## src/rtl/cnt_arb_pkg.sv

```systemverilog
// Shared types for the counter OBI arbiter: FSM states, master limit and the
// address-phase bundle that is muxed from the selected master to the slave.
package cnt_arb_pkg;

    localparam int MaxMst = 8;

    typedef enum logic [1:0] {
        IDLE,
        HOLD,
        RSP
    } arb_state_e;

    typedef struct packed {
        logic        we;
        logic [3:0]  be;
        logic [31:0] addr;
        logic [31:0] wdata;
    } obi_ap_t;

endpackage

```

## src/rtl/cnt_obi_arbiter_if.sv

```systemverilog
// Bus bundle around the arbiter: NumMst OBI master ports on one side and the
// counter's single OBI slave port on the other.
interface cnt_obi_arbiter_if #(
    parameter int NumMst = 2
);

    logic [NumMst-1:0]        mst_req_i;
    logic [NumMst-1:0]        mst_we_i;
    logic [NumMst-1:0][3:0]   mst_be_i;
    logic [NumMst-1:0][31:0]  mst_addr_i;
    logic [NumMst-1:0][31:0]  mst_wdata_i;
    logic [NumMst-1:0]        mst_gnt_o;
    logic [NumMst-1:0]        mst_rvalid_o;
    logic [31:0]              mst_rdata_o;

    logic                     slv_req_o;
    logic                     slv_we_o;
    logic [3:0]               slv_be_o;
    logic [31:0]              slv_addr_o;
    logic [31:0]              slv_wdata_o;
    logic                     slv_gnt_i;
    logic                     slv_rvalid_i;
    logic [31:0]              slv_rdata_i;

    // The arbiter itself: serves the masters, drives the counter slave.
    modport slave (
        input  mst_req_i, mst_we_i, mst_be_i, mst_addr_i, mst_wdata_i,
        output mst_gnt_o, mst_rvalid_o, mst_rdata_o,
        output slv_req_o, slv_we_o, slv_be_o, slv_addr_o, slv_wdata_o,
        input  slv_gnt_i, slv_rvalid_i, slv_rdata_i
    );

    // The surrounding system: requesting masters plus the counter slave.
    modport master (
        output mst_req_i, mst_we_i, mst_be_i, mst_addr_i, mst_wdata_i,
        input  mst_gnt_o, mst_rvalid_o, mst_rdata_o,
        input  slv_req_o, slv_we_o, slv_be_o, slv_addr_o, slv_wdata_o,
        output slv_gnt_i, slv_rvalid_i, slv_rdata_i
    );

endinterface

```

## src/rtl/cnt_rr_picker.sv

```systemverilog
// Combinational round-robin search: first requester above ptr_i, otherwise
// wrap around to the lowest requester at or below ptr_i.
module cnt_rr_picker #(
    parameter  int NumMst = 2,
    localparam int IdxW   = $clog2(NumMst)
) (
    input  logic [NumMst-1:0] req_i,
    input  logic [IdxW-1:0]   ptr_i,
    output logic              valid_o,
    output logic [IdxW-1:0]   idx_o
);

    logic            hi_found;
    logic [IdxW-1:0] hi_idx;
    logic [IdxW-1:0] lo_idx;

    // Scanning downwards leaves the lowest matching index in each half.
    always_comb begin
        hi_found = 1'b0;
        hi_idx   = '0;
        lo_idx   = '0;
        for (int i = NumMst - 1; i >= 0; i--) begin
            if (req_i[i]) begin
                if (i > int'(ptr_i)) begin
                    hi_found = 1'b1;
                    hi_idx   = IdxW'(i);
                end else begin
                    lo_idx   = IdxW'(i);
                end
            end
        end
    end

    assign valid_o = |req_i;
    assign idx_o   = hi_found ? hi_idx : lo_idx;

endmodule

```

## src/rtl/cnt_obi_arbiter.sv

```systemverilog
// Round-robin arbiter sharing the counter's OBI slave among NumMst masters,
// one outstanding transaction at a time.
module cnt_obi_arbiter
    import cnt_arb_pkg::*;
#(
    parameter  int NumMst = 2,
    localparam int IdxW   = $clog2(NumMst)
) (
    input  logic             clk_i,
    input  logic             rst_i,
    cnt_obi_arbiter_if.slave bus
);

    if (NumMst < 2 || NumMst > MaxMst) begin : g_bad_num_mst
        $error("cnt_obi_arbiter: NumMst must lie in 2..8");
    end

    arb_state_e      state_q, state_d;
    logic [IdxW-1:0] ptr_q, ptr_d;
    logic [IdxW-1:0] owner_q, owner_d;
    logic [IdxW-1:0] sel_q, sel_d;

    logic            pick_valid;
    logic [IdxW-1:0] pick_idx;

    obi_ap_t           mst_ap [NumMst];
    obi_ap_t           slv_ap;
    logic              slv_req;
    logic [NumMst-1:0] gnt;
    logic [NumMst-1:0] rvalid;
    logic [31:0]       rdata;

    for (genvar gi = 0; gi < NumMst; gi++) begin : g_ap
        assign mst_ap[gi] = '{we:    bus.mst_we_i[gi],
                              be:    bus.mst_be_i[gi],
                              addr:  bus.mst_addr_i[gi],
                              wdata: bus.mst_wdata_i[gi]};
    end

    cnt_rr_picker #(
        .NumMst (NumMst)
    ) u_picker (
        .req_i   (bus.mst_req_i),
        .ptr_i   (ptr_q),
        .valid_o (pick_valid),
        .idx_o   (pick_idx)
    );

    always_ff @(posedge clk_i or posedge rst_i) begin
        if (rst_i) begin
            state_q <= IDLE;
            ptr_q   <= IdxW'(NumMst - 1);
            owner_q <= '0;
            sel_q   <= '0;
        end else begin
            state_q <= state_d;
            ptr_q   <= ptr_d;
            owner_q <= owner_d;
            sel_q   <= sel_d;
        end
    end

    always_comb begin
        state_d = state_q;
        ptr_d   = ptr_q;
        owner_d = owner_q;
        sel_d   = sel_q;
        slv_req = 1'b0;
        slv_ap  = '0;
        gnt     = '0;
        rvalid  = '0;
        rdata   = '0;

        case (state_q)
            IDLE: begin
                if (pick_valid) begin
                    slv_req = 1'b1;
                    slv_ap  = mst_ap[pick_idx];
                    if (bus.slv_gnt_i) begin
                        gnt[pick_idx] = 1'b1;
                        owner_d       = pick_idx;
                        ptr_d         = pick_idx;
                        state_d       = RSP;
                    end else begin
                        sel_d   = pick_idx;
                        state_d = HOLD;
                    end
                end
            end
            HOLD: begin
                // Selection is frozen until granted; a withdrawn request aborts.
                if (!bus.mst_req_i[sel_q]) begin
                    state_d = IDLE;
                end else begin
                    slv_req = 1'b1;
                    slv_ap  = mst_ap[sel_q];
                    if (bus.slv_gnt_i) begin
                        gnt[sel_q] = 1'b1;
                        owner_d    = sel_q;
                        ptr_d      = sel_q;
                        state_d    = RSP;
                    end
                end
            end
            RSP: begin
                if (bus.slv_rvalid_i) begin
                    rvalid[owner_q] = 1'b1;
                    rdata           = bus.slv_rdata_i;
                    state_d         = IDLE;
                end
            end
            default: state_d = IDLE;
        endcase

        // Outputs drop the instant reset asserts, not at the next edge.
        if (rst_i) begin
            slv_req = 1'b0;
            slv_ap  = '0;
            gnt     = '0;
            rvalid  = '0;
            rdata   = '0;
        end
    end

    assign bus.slv_req_o    = slv_req;
    assign bus.slv_we_o     = slv_ap.we;
    assign bus.slv_be_o     = slv_ap.be;
    assign bus.slv_addr_o   = slv_ap.addr;
    assign bus.slv_wdata_o  = slv_ap.wdata;
    assign bus.mst_gnt_o    = gnt;
    assign bus.mst_rvalid_o = rvalid;
    assign bus.mst_rdata_o  = rdata;

`ifndef SYNTHESIS
    a_gnt_onehot0: assert property (@(posedge clk_i) disable iff (rst_i)
        $onehot0(bus.mst_gnt_o));

    a_rvalid_onehot0: assert property (@(posedge clk_i) disable iff (rst_i)
        $onehot0(bus.mst_rvalid_o));

    a_ap_stable: assert property (@(posedge clk_i) disable iff (rst_i)
        (bus.slv_req_o && !bus.slv_gnt_i) |=>
        (!bus.slv_req_o ||
         $stable({bus.slv_we_o, bus.slv_be_o, bus.slv_addr_o, bus.slv_wdata_o})));

    always @(posedge clk_i) begin
        if (!rst_i) begin
            if (state_q != RSP && bus.slv_rvalid_i)
                $warning("cnt_obi_arbiter: stray slave response ignored");
            if (state_q == HOLD && !bus.mst_req_i[sel_q])
                $warning("cnt_obi_arbiter: request withdrawn before grant");
        end
    end
`endif

endmodule
```

## src/flat_wrapper.sv

```systemverilog
// flat-port wrapper written by rule: the top's interface ports become plain ports
module cnt_obi_arbiter_flat import cnt_arb_pkg::*;
#(
    parameter  int NumMst = 2,
    localparam int IdxW   = $clog2(NumMst)
)
  (clk_i, rst_i, bus_mst_req_i, bus_mst_we_i, bus_mst_be_i, bus_mst_addr_i, bus_mst_wdata_i, bus_mst_gnt_o, bus_mst_rvalid_o, bus_mst_rdata_o, bus_slv_req_o, bus_slv_we_o, bus_slv_be_o, bus_slv_addr_o, bus_slv_wdata_o, bus_slv_gnt_i, bus_slv_rvalid_i, bus_slv_rdata_i);
  cnt_obi_arbiter_if #(.NumMst(NumMst)) bus_i ();
  input  logic clk_i;
  input  logic rst_i;
  input wire logic [$bits(bus_i.mst_req_i)-1:0] bus_mst_req_i;
  input wire logic [$bits(bus_i.mst_we_i)-1:0] bus_mst_we_i;
  input wire logic [$bits(bus_i.mst_be_i)-1:0] bus_mst_be_i;
  input wire logic [$bits(bus_i.mst_addr_i)-1:0] bus_mst_addr_i;
  input wire logic [$bits(bus_i.mst_wdata_i)-1:0] bus_mst_wdata_i;
  output wire logic [$bits(bus_i.mst_gnt_o)-1:0] bus_mst_gnt_o;
  output wire logic [$bits(bus_i.mst_rvalid_o)-1:0] bus_mst_rvalid_o;
  output wire logic [$bits(bus_i.mst_rdata_o)-1:0] bus_mst_rdata_o;
  output wire logic [$bits(bus_i.slv_req_o)-1:0] bus_slv_req_o;
  output wire logic [$bits(bus_i.slv_we_o)-1:0] bus_slv_we_o;
  output wire logic [$bits(bus_i.slv_be_o)-1:0] bus_slv_be_o;
  output wire logic [$bits(bus_i.slv_addr_o)-1:0] bus_slv_addr_o;
  output wire logic [$bits(bus_i.slv_wdata_o)-1:0] bus_slv_wdata_o;
  input wire logic [$bits(bus_i.slv_gnt_i)-1:0] bus_slv_gnt_i;
  input wire logic [$bits(bus_i.slv_rvalid_i)-1:0] bus_slv_rvalid_i;
  input wire logic [$bits(bus_i.slv_rdata_i)-1:0] bus_slv_rdata_i;
  assign bus_i.mst_req_i = bus_mst_req_i;
  assign bus_i.mst_we_i = bus_mst_we_i;
  assign bus_i.mst_be_i = bus_mst_be_i;
  assign bus_i.mst_addr_i = bus_mst_addr_i;
  assign bus_i.mst_wdata_i = bus_mst_wdata_i;
  assign bus_mst_gnt_o = bus_i.mst_gnt_o;
  assign bus_mst_rvalid_o = bus_i.mst_rvalid_o;
  assign bus_mst_rdata_o = bus_i.mst_rdata_o;
  assign bus_slv_req_o = bus_i.slv_req_o;
  assign bus_slv_we_o = bus_i.slv_we_o;
  assign bus_slv_be_o = bus_i.slv_be_o;
  assign bus_slv_addr_o = bus_i.slv_addr_o;
  assign bus_slv_wdata_o = bus_i.slv_wdata_o;
  assign bus_i.slv_gnt_i = bus_slv_gnt_i;
  assign bus_i.slv_rvalid_i = bus_slv_rvalid_i;
  assign bus_i.slv_rdata_i = bus_slv_rdata_i;
  cnt_obi_arbiter #(.NumMst(NumMst)) u_core (.clk_i(clk_i), .rst_i(rst_i), .bus(bus_i));
endmodule
```

## config.mk

```make
export PLATFORM = sky130hd
export DESIGN_NAME = cnt_obi_arbiter_flat
export DESIGN_NICKNAME = d
export VERILOG_FILES = /design/src/rtl/cnt_arb_pkg.sv /design/src/rtl/cnt_obi_arbiter_if.sv /design/src/rtl/cnt_rr_picker.sv /design/src/rtl/cnt_obi_arbiter.sv /design/src/flat_wrapper.sv
export SDC_FILE = /design/constraint.sdc
export NUM_CORES = 1
export LEC_CHECK = 0
export CAP_MARGIN = 40
export CELL_PAD_IN_SITES_DETAIL_PLACEMENT = 2
export CELL_PAD_IN_SITES_GLOBAL_PLACEMENT = 2
export CORE_MARGIN = 2
export CORE_UTILIZATION = 14
export DETAILED_ROUTE_END_ITERATION = 8
export PLACE_DENSITY = 0.85
export SETUP_SLACK_MARGIN = 0.4
export SYNTH_ARGS = -nofsm -noshare
export SYNTH_HDL_FRONTEND = slang
export SYNTH_SLANG_ARGS = --single-unit
```

## constraint.sdc

```tcl
create_clock -name clk_i -period 2.5 [get_ports clk_i]
set_clock_uncertainty 0.15 [all_clocks]
set_input_delay 0.75 -clock clk_i [delete_from_list [all_inputs] [get_ports clk_i]]
set_output_delay 0.75 -clock clk_i [all_outputs]
set_load 0.02 [all_outputs]
```

# Word-level counts from Yosys, hierarchy flattened
# Index checks and enable logic that the tools add are counted.
# totals
reg_bits	5
elab_cells	84
inputBits	176
# op_classes
eq_ne	8
muxes	51
n_lt_le_gt_ge	9
n_reduce_logical	9
bitwise	3
# op_table
operator	n
69-bit two-way mux	9
69-bit case mux with 2 select lines	1
32-bit two-way mux	3
2-bit two-way mux	13
1-bit two-way mux	18
1-bit by 2-bit < comparator with 1-bit output, second input constant	3
2-bit inequality test, second input constant	3
2-bit case mux with 3 select lines	1
3-bit AND reduction	2
5-bit AND reduction	1
2-bit greater-or-equal comparator, second input constant	2
2-bit by 1-bit inequality test with 1-bit output, second input constant	2
1-bit NOT with 2-bit output	2
1-bit case mux with 2 select lines	2
2-bit case mux with 2 select lines	1
1-bit demux with 1-bit select	3
1-bit greater-or-equal comparator, second input constant	3
1-bit logical AND	3
3-bit inequality test, second input constant	1
2-bit by 1-bit equality test with 1-bit output, second input constant	1
2-bit equality test, second input constant	1
2-bit logical NOT	1
2-bit nonzero test	1
2-bit OR reduction	1
other kinds (2)	2

# Logic depth before layout (Yosys ltp)
# depth
word_depth	13
ltp_mapped	6
mapped_depth_nobuf	3

# By module
# Synthesis repeated with hierarchy kept, for this count alone.
# unflattened
hier_cells	396
hier_area_um2	3139.3
# by_module_without_submodules
mod	cells_per_inst	area_per_inst_um2	n_inst	seq_area_each_um2
cnt_obi_arbiter	394	3125.5	1	126.4
cnt_rr_picker	2	13.8	1	0.0

# Worst setup path after synthesis
# OpenSTA, ideal clock, no wires.
# synth_path
path_type	input to output
startpoint	in bus_mst_req_i[1]
endpoint	out bus_slv_addr_o[25]
t_arrival_ns	1.738
cell_stages	6
path_buffers	3
setup_slack_ns	-0.138
t_required_ns	1.600
cell_sequence	buf_6 mux2_4 nand3_2 buf_6 buf_6 o22ai_1
# synth_between
elab_chain_len	10
elab_cells_between_ends	15
classes_between	mux (13); bitwise (1); reduce/logical (1)
# synth_rtl
item	line_no	rtl
start: declaration	flat_wrapper.sv:11	input wire logic [$bits(bus_i.mst_req_i)-1:0] bus_mst_req_i;
1-bit two-way mux (2 in a row)	cnt_rr_picker.sv:23	if (req_i[i]) begin
1-bit two-way mux	cnt_rr_picker.sv:35	assign idx_o = hi_found ? hi_idx : lo_idx;
1-bit NOT with 2-bit output (not written as such)	cnt_obi_arbiter.sv:78	slv_ap = mst_ap[pick_idx];
69-bit two-way mux (not written as such) (3 in a row)	cnt_obi_arbiter.sv:78	
69-bit two-way mux	cnt_obi_arbiter.sv:76	if (pick_valid) begin
69-bit case mux with 2 select lines *	cnt_obi_arbiter.sv:74	case (state_q)
69-bit two-way mux *	cnt_obi_arbiter.sv:116	if (rst_i) begin
end: declaration	flat_wrapper.sv:22	output wire logic [$bits(bus_i.slv_addr_o)-1:0] bus_slv_addr_o;
# Mark *: on every way between the ends. The rest lies on a longest branch, timed or not. The select of a mux whose other input is x is not followed.

# Worst setup path after layout
# layout_path
startpoint	in bus_mst_req_i[0]
endpoint	out bus_slv_addr_o[6]
# layout_between
elab_chain_len	9
elab_cells_between_ends	13
classes_between	mux (11); bitwise (1); reduce/logical (1)
# layout_rtl
item	line_no
1-bit two-way mux	cnt_rr_picker.sv:23
1-bit two-way mux	cnt_rr_picker.sv:35
1-bit NOT with 2-bit output (not written as such)	cnt_obi_arbiter.sv:78
69-bit two-way mux (not written as such) (3 in a row)	cnt_obi_arbiter.sv:78
69-bit two-way mux	cnt_obi_arbiter.sv:76
69-bit case mux with 2 select lines *	cnt_obi_arbiter.sv:74
69-bit two-way mux *	cnt_obi_arbiter.sv:116
# Marked as above.

==> impl_metrics.tcl <==
set metrics [dict create \
    outcome "finished with violations" \
    violations "setup timing" \
    grt.total_usage_pct 19.6 \
    report.final.setup_viol 106 \
    final_util_pct 43.5 \
    fillers 2038 \
    hold_path_depth 2 \
    cts_tree "built" \
    grt_pass1_vias 5474 \
    io_pins 282 \
    swShare_pct 46.3 \
    ys_types 28 \
    antenna_found_initial 0 \
    antenna_cells 0 \
    dp_hpwl_um 14300 \
    io_buffers 281 \
    cts_root_buffer "clkbuf_16" \
    die-height_um 147 \
    critical_path_required_ns 1.60 \
    slowest_delay_ns 0.30 \
    grt_pass1_wl_um 33400 \
    total_power_mw 4.38 \
    drive_above_1_share_pct 52.3 \
    reg2reg_depth 5 \
    rrSetupSlack_ns 0.66 \
    synth_seq_area_share_pct 4.42 \
    place_inst 928 \
    critical-path-top-delay-family "buffers and inverters" \
    htreeDepth 1 \
    ant_nets 0 \
    synthCells 404 \
    path_common_cell "buf_12" \
    fin_cells 1001 \
    die_w_um 147 \
    hold_end "u_core.owner_q" \
    via_count 5073 \
    drt-pass1-iter-count 4 \
    cp-end-kind "primary output" \
    post-route-drc-count 0 \
    wirelength_um 25100 \
    hold_path_class "reg -> reg" \
    coreArea_um2 20200 \
    cp_slowest_cell "mux2_4" \
    reg2reg_to "u_core.state_q[1]" \
    syn_nets 580 \
    vdd_ir_drop_max_mv 0.312 \
    p_switching_mw 2.03 \
    nets 908 \
    relSlewSlack_pct 69.8 \
    place_congestion 0.754 \
    finalHoldViolations 0 \
    floorplan.initialDensity_pct 14.2 \
    row_count 52 \
    syn2layout_area_growth_pct 207 \
    fin_setup_tns_ns -23.69 \
    worstPathMaxFanout 6 \
    syn_area_um2 2860 \
    cts_buffers 3 \
    power_density_nw_per_um2 499 \
    rsz0062_at_grt "true" \
    post_drt_via_cell_ratio 5.07 \
    die_area_um2 21600 \
    cts_sinks 5 \
    setup_ws_ns -0.300 \
    p_clk_share_pct 6.3 \
    p_seq_share_pct 3.9 \
    critPathLaunchType "primary input" \
    max_freq_ghz 0.357 \
    internal_power_mw 2.35 \
    crit_type "in -> out" \
    post_drt_wl_per_cell_um 25.0 \
    avgSynthCellArea_um2 7.08 \
    synth-seq-cells 5 \
    leakage_nw 3.53 \
    ys_warn_count 0 \
    post-route-min-period_ns 2.80 \
    path_cells "buf_12 -> mux2_4 -> nand3_4 -> buf_12 -> buf_12 -> clkbuf_16 -> o22ai_2 -> buf_6" \
    combPwrFrac_pct 89.8 \
    timing.final.crit_share_pct 112 \
    dr.first_iter.drc_count 109 \
    worst-path-buf-inv 5 \
    grt_start_max_net_pins 36 \
    hold_path.startpoint "u_core.owner_q" \
    r2r-start "u_core.sel_q" \
    clockBufferDepth 2 \
    critPathArrivalTime_ns 1.90 \
    drv_slew 0 \
    drv_cap 0 \
    worst_slew_pin_slew_ns 0.453 \
    path_clk_slew_ns 0.04 \
    worstSkewPairLatency_ns 0.23 \
    overflow 0 \
]
[sequential cells by signal, summed over array words and instances, names as in the netlist]
signal and cells:
u_core.owner_q 1, u_core.ptr_q 1, u_core.sel_q 1, u_core.state_q 2
[final cells by class]
cell class / instances / area, um^2 / share of cell area [%]
well taps: 270 / 338 / 3.85
inverters: 5 / 21.3 / 0.242
repair buffers: 380 / 4750 / 54.2
flip-flops and latches: 5 / 131 / 1.50
multi-input cells: 337 / 3450 / 39.3
clock buffers: 4 / 78.8 / 0.898
[logic make-up after synthesis]
kind of cell           count (synthesis)  share of synthesized area [%]
AOI/OAI and AO/OA                    215                           47.7
muxes                                 73                           25.7
buffers and inverters                 63                           11.2
and+or+nand+nor                       48                           10.9
DFF                                    5                           4.42
[stage by stage]
| step | setup WS [ns] | hold WS, ns | area (um^2) |
|---|---|---|---|
| CTS | -0.303 | 0.391 | 7790 |
| global placement | -1.14 | 0.362 | 6690 |
| detailed placement | -1.21 | 0.384 | 6690 |
| global route | -0.339 | 0.423 | 8770 |
| floorplan | -0.0464 | 0.335 | 3500 |
| finish | -0.300 | 0.399 | 8770 |
[worst reg2reg max path: stages (launching register included)]
cell and delay [ns]:
dfrtp_4 0.50, mux2_4 0.35, buf_4 0.15, buf_4 0.13
o221a_4 0.25, a31o_1 0.19
[power by group through the flow]
stage | logic (mW) | clock network [mW] | registers (mW)
2_1_floorplan | 1.78 | 0 | 0.137
3_3_place_gp | 2.80 | 0 | 0.159
3_5_place_dp | 2.86 | 0 | 0.159
4_1_cts | 3.40 | 0.277 | 0.163
5_1_grt | 4.11 | 0.287 | 0.175
6_report | 3.93 | 0.274 | 0.171
[cell usage after synthesis]
master | count | area share (%)
buf_6 | 5 | 2.0
o21ai_0 | 67 | 12
nand2b_1 | 2 | 0.44
o221a_4 | 1 | 0.70
a22oi_1 | 69 | 18
nor2b_1 | 1 | 0.22
and4b_1 | 2 | 0.70
a31o_1 | 1 | 0.31
a22o_1 | 1 | 0.31
mux2_4 | 1 | 0.53
buf_2 | 33 | 5.8
o21ai_1 | 3 | 0.53
nand2_1 | 2 | 0.26
inv_1 | 5 | 0.66
nor3_4 | 1 | 0.57
dfrtp_1 | 4 | 3.5
nand3_2 | 1 | 0.35
a21boi_2 | 1 | 0.39
mux2i_1 | 72 | 25
and4_1 | 1 | 0.31
nor3_1 | 3 | 0.53
a21oi_1 | 2 | 0.35
buf_4 | 1 | 0.26
and2_1 | 34 | 7.4
nor2_1 | 1 | 0.13
clkbuf_1 | 19 | 2.5
dfstp_2 | 1 | 0.92
o22ai_1 | 70 | 15
[repair_timing]
action                                  in CTS  in global routing
hold buffers                                 0                  0
cloned                                      18                 20
endpoints found under the setup margin     106                106
buffers inserted                            22                  9
pin swaps                                   22                 55
resized for setup                          734                142
[worst max path at each step]
stage	start	endpoint	slack [ns]	cells after the start
2_1_floorplan	bus_mst_req_i[1]	bus_slv_addr_o[25]	-0.05	6
3_3_place_gp	rst_i	bus_slv_addr_o[31]	-1.14	6
3_5_place_dp	rst_i	bus_slv_addr_o[31]	-1.21	6
4_1_cts	rst_i	bus_slv_addr_o[10]	-0.30	8
5_1_grt	bus_mst_req_i[1]	bus_slv_wdata_o[3]	-0.34	7
6_report	bus_mst_req_i[0]	bus_slv_addr_o[6]	-0.30	8
[metal layers]
layer / wire length (um) / GRT usage, % / part of all wire (%) / up-vias
met1: 9830 / 21.7 / 39 / 2562
met2: 13200 / 36.7 / 52 / 204
li1: - / - / - / 2277
met4: 504 / 5.91 / 2.0 / 0
met3: 1570 / 5.09 / 6.3 / 30
met5: 0 / 0 / 0 / -
[placed cells by master (no fill, tap or decap), types with 2 or more instances in the layout]
master	Yosys	final
o21ai_4	0	15
buf_16	0	20
clkbuf_16	0	19
buf_6	5	124
a22oi_1	69	61
mux2i_1	72	72
nor3_1	3	2
buf_4	1	21
o21ai_1	3	23
o22ai_2	0	50
a22oi_2	0	8
dfrtp_1	4	2
o21ai_0	67	4
nand2_1	2	2
and4b_2	0	2
o21ai_2	0	28
o22ai_4	0	19
nand2b_4	0	2
and2_4	0	34
inv_1	5	4
buf_12	0	20
clkdlybuf4s50_1	0	170
buf_8	0	6
No activity file was read; power rests on OpenSTA's default activity.
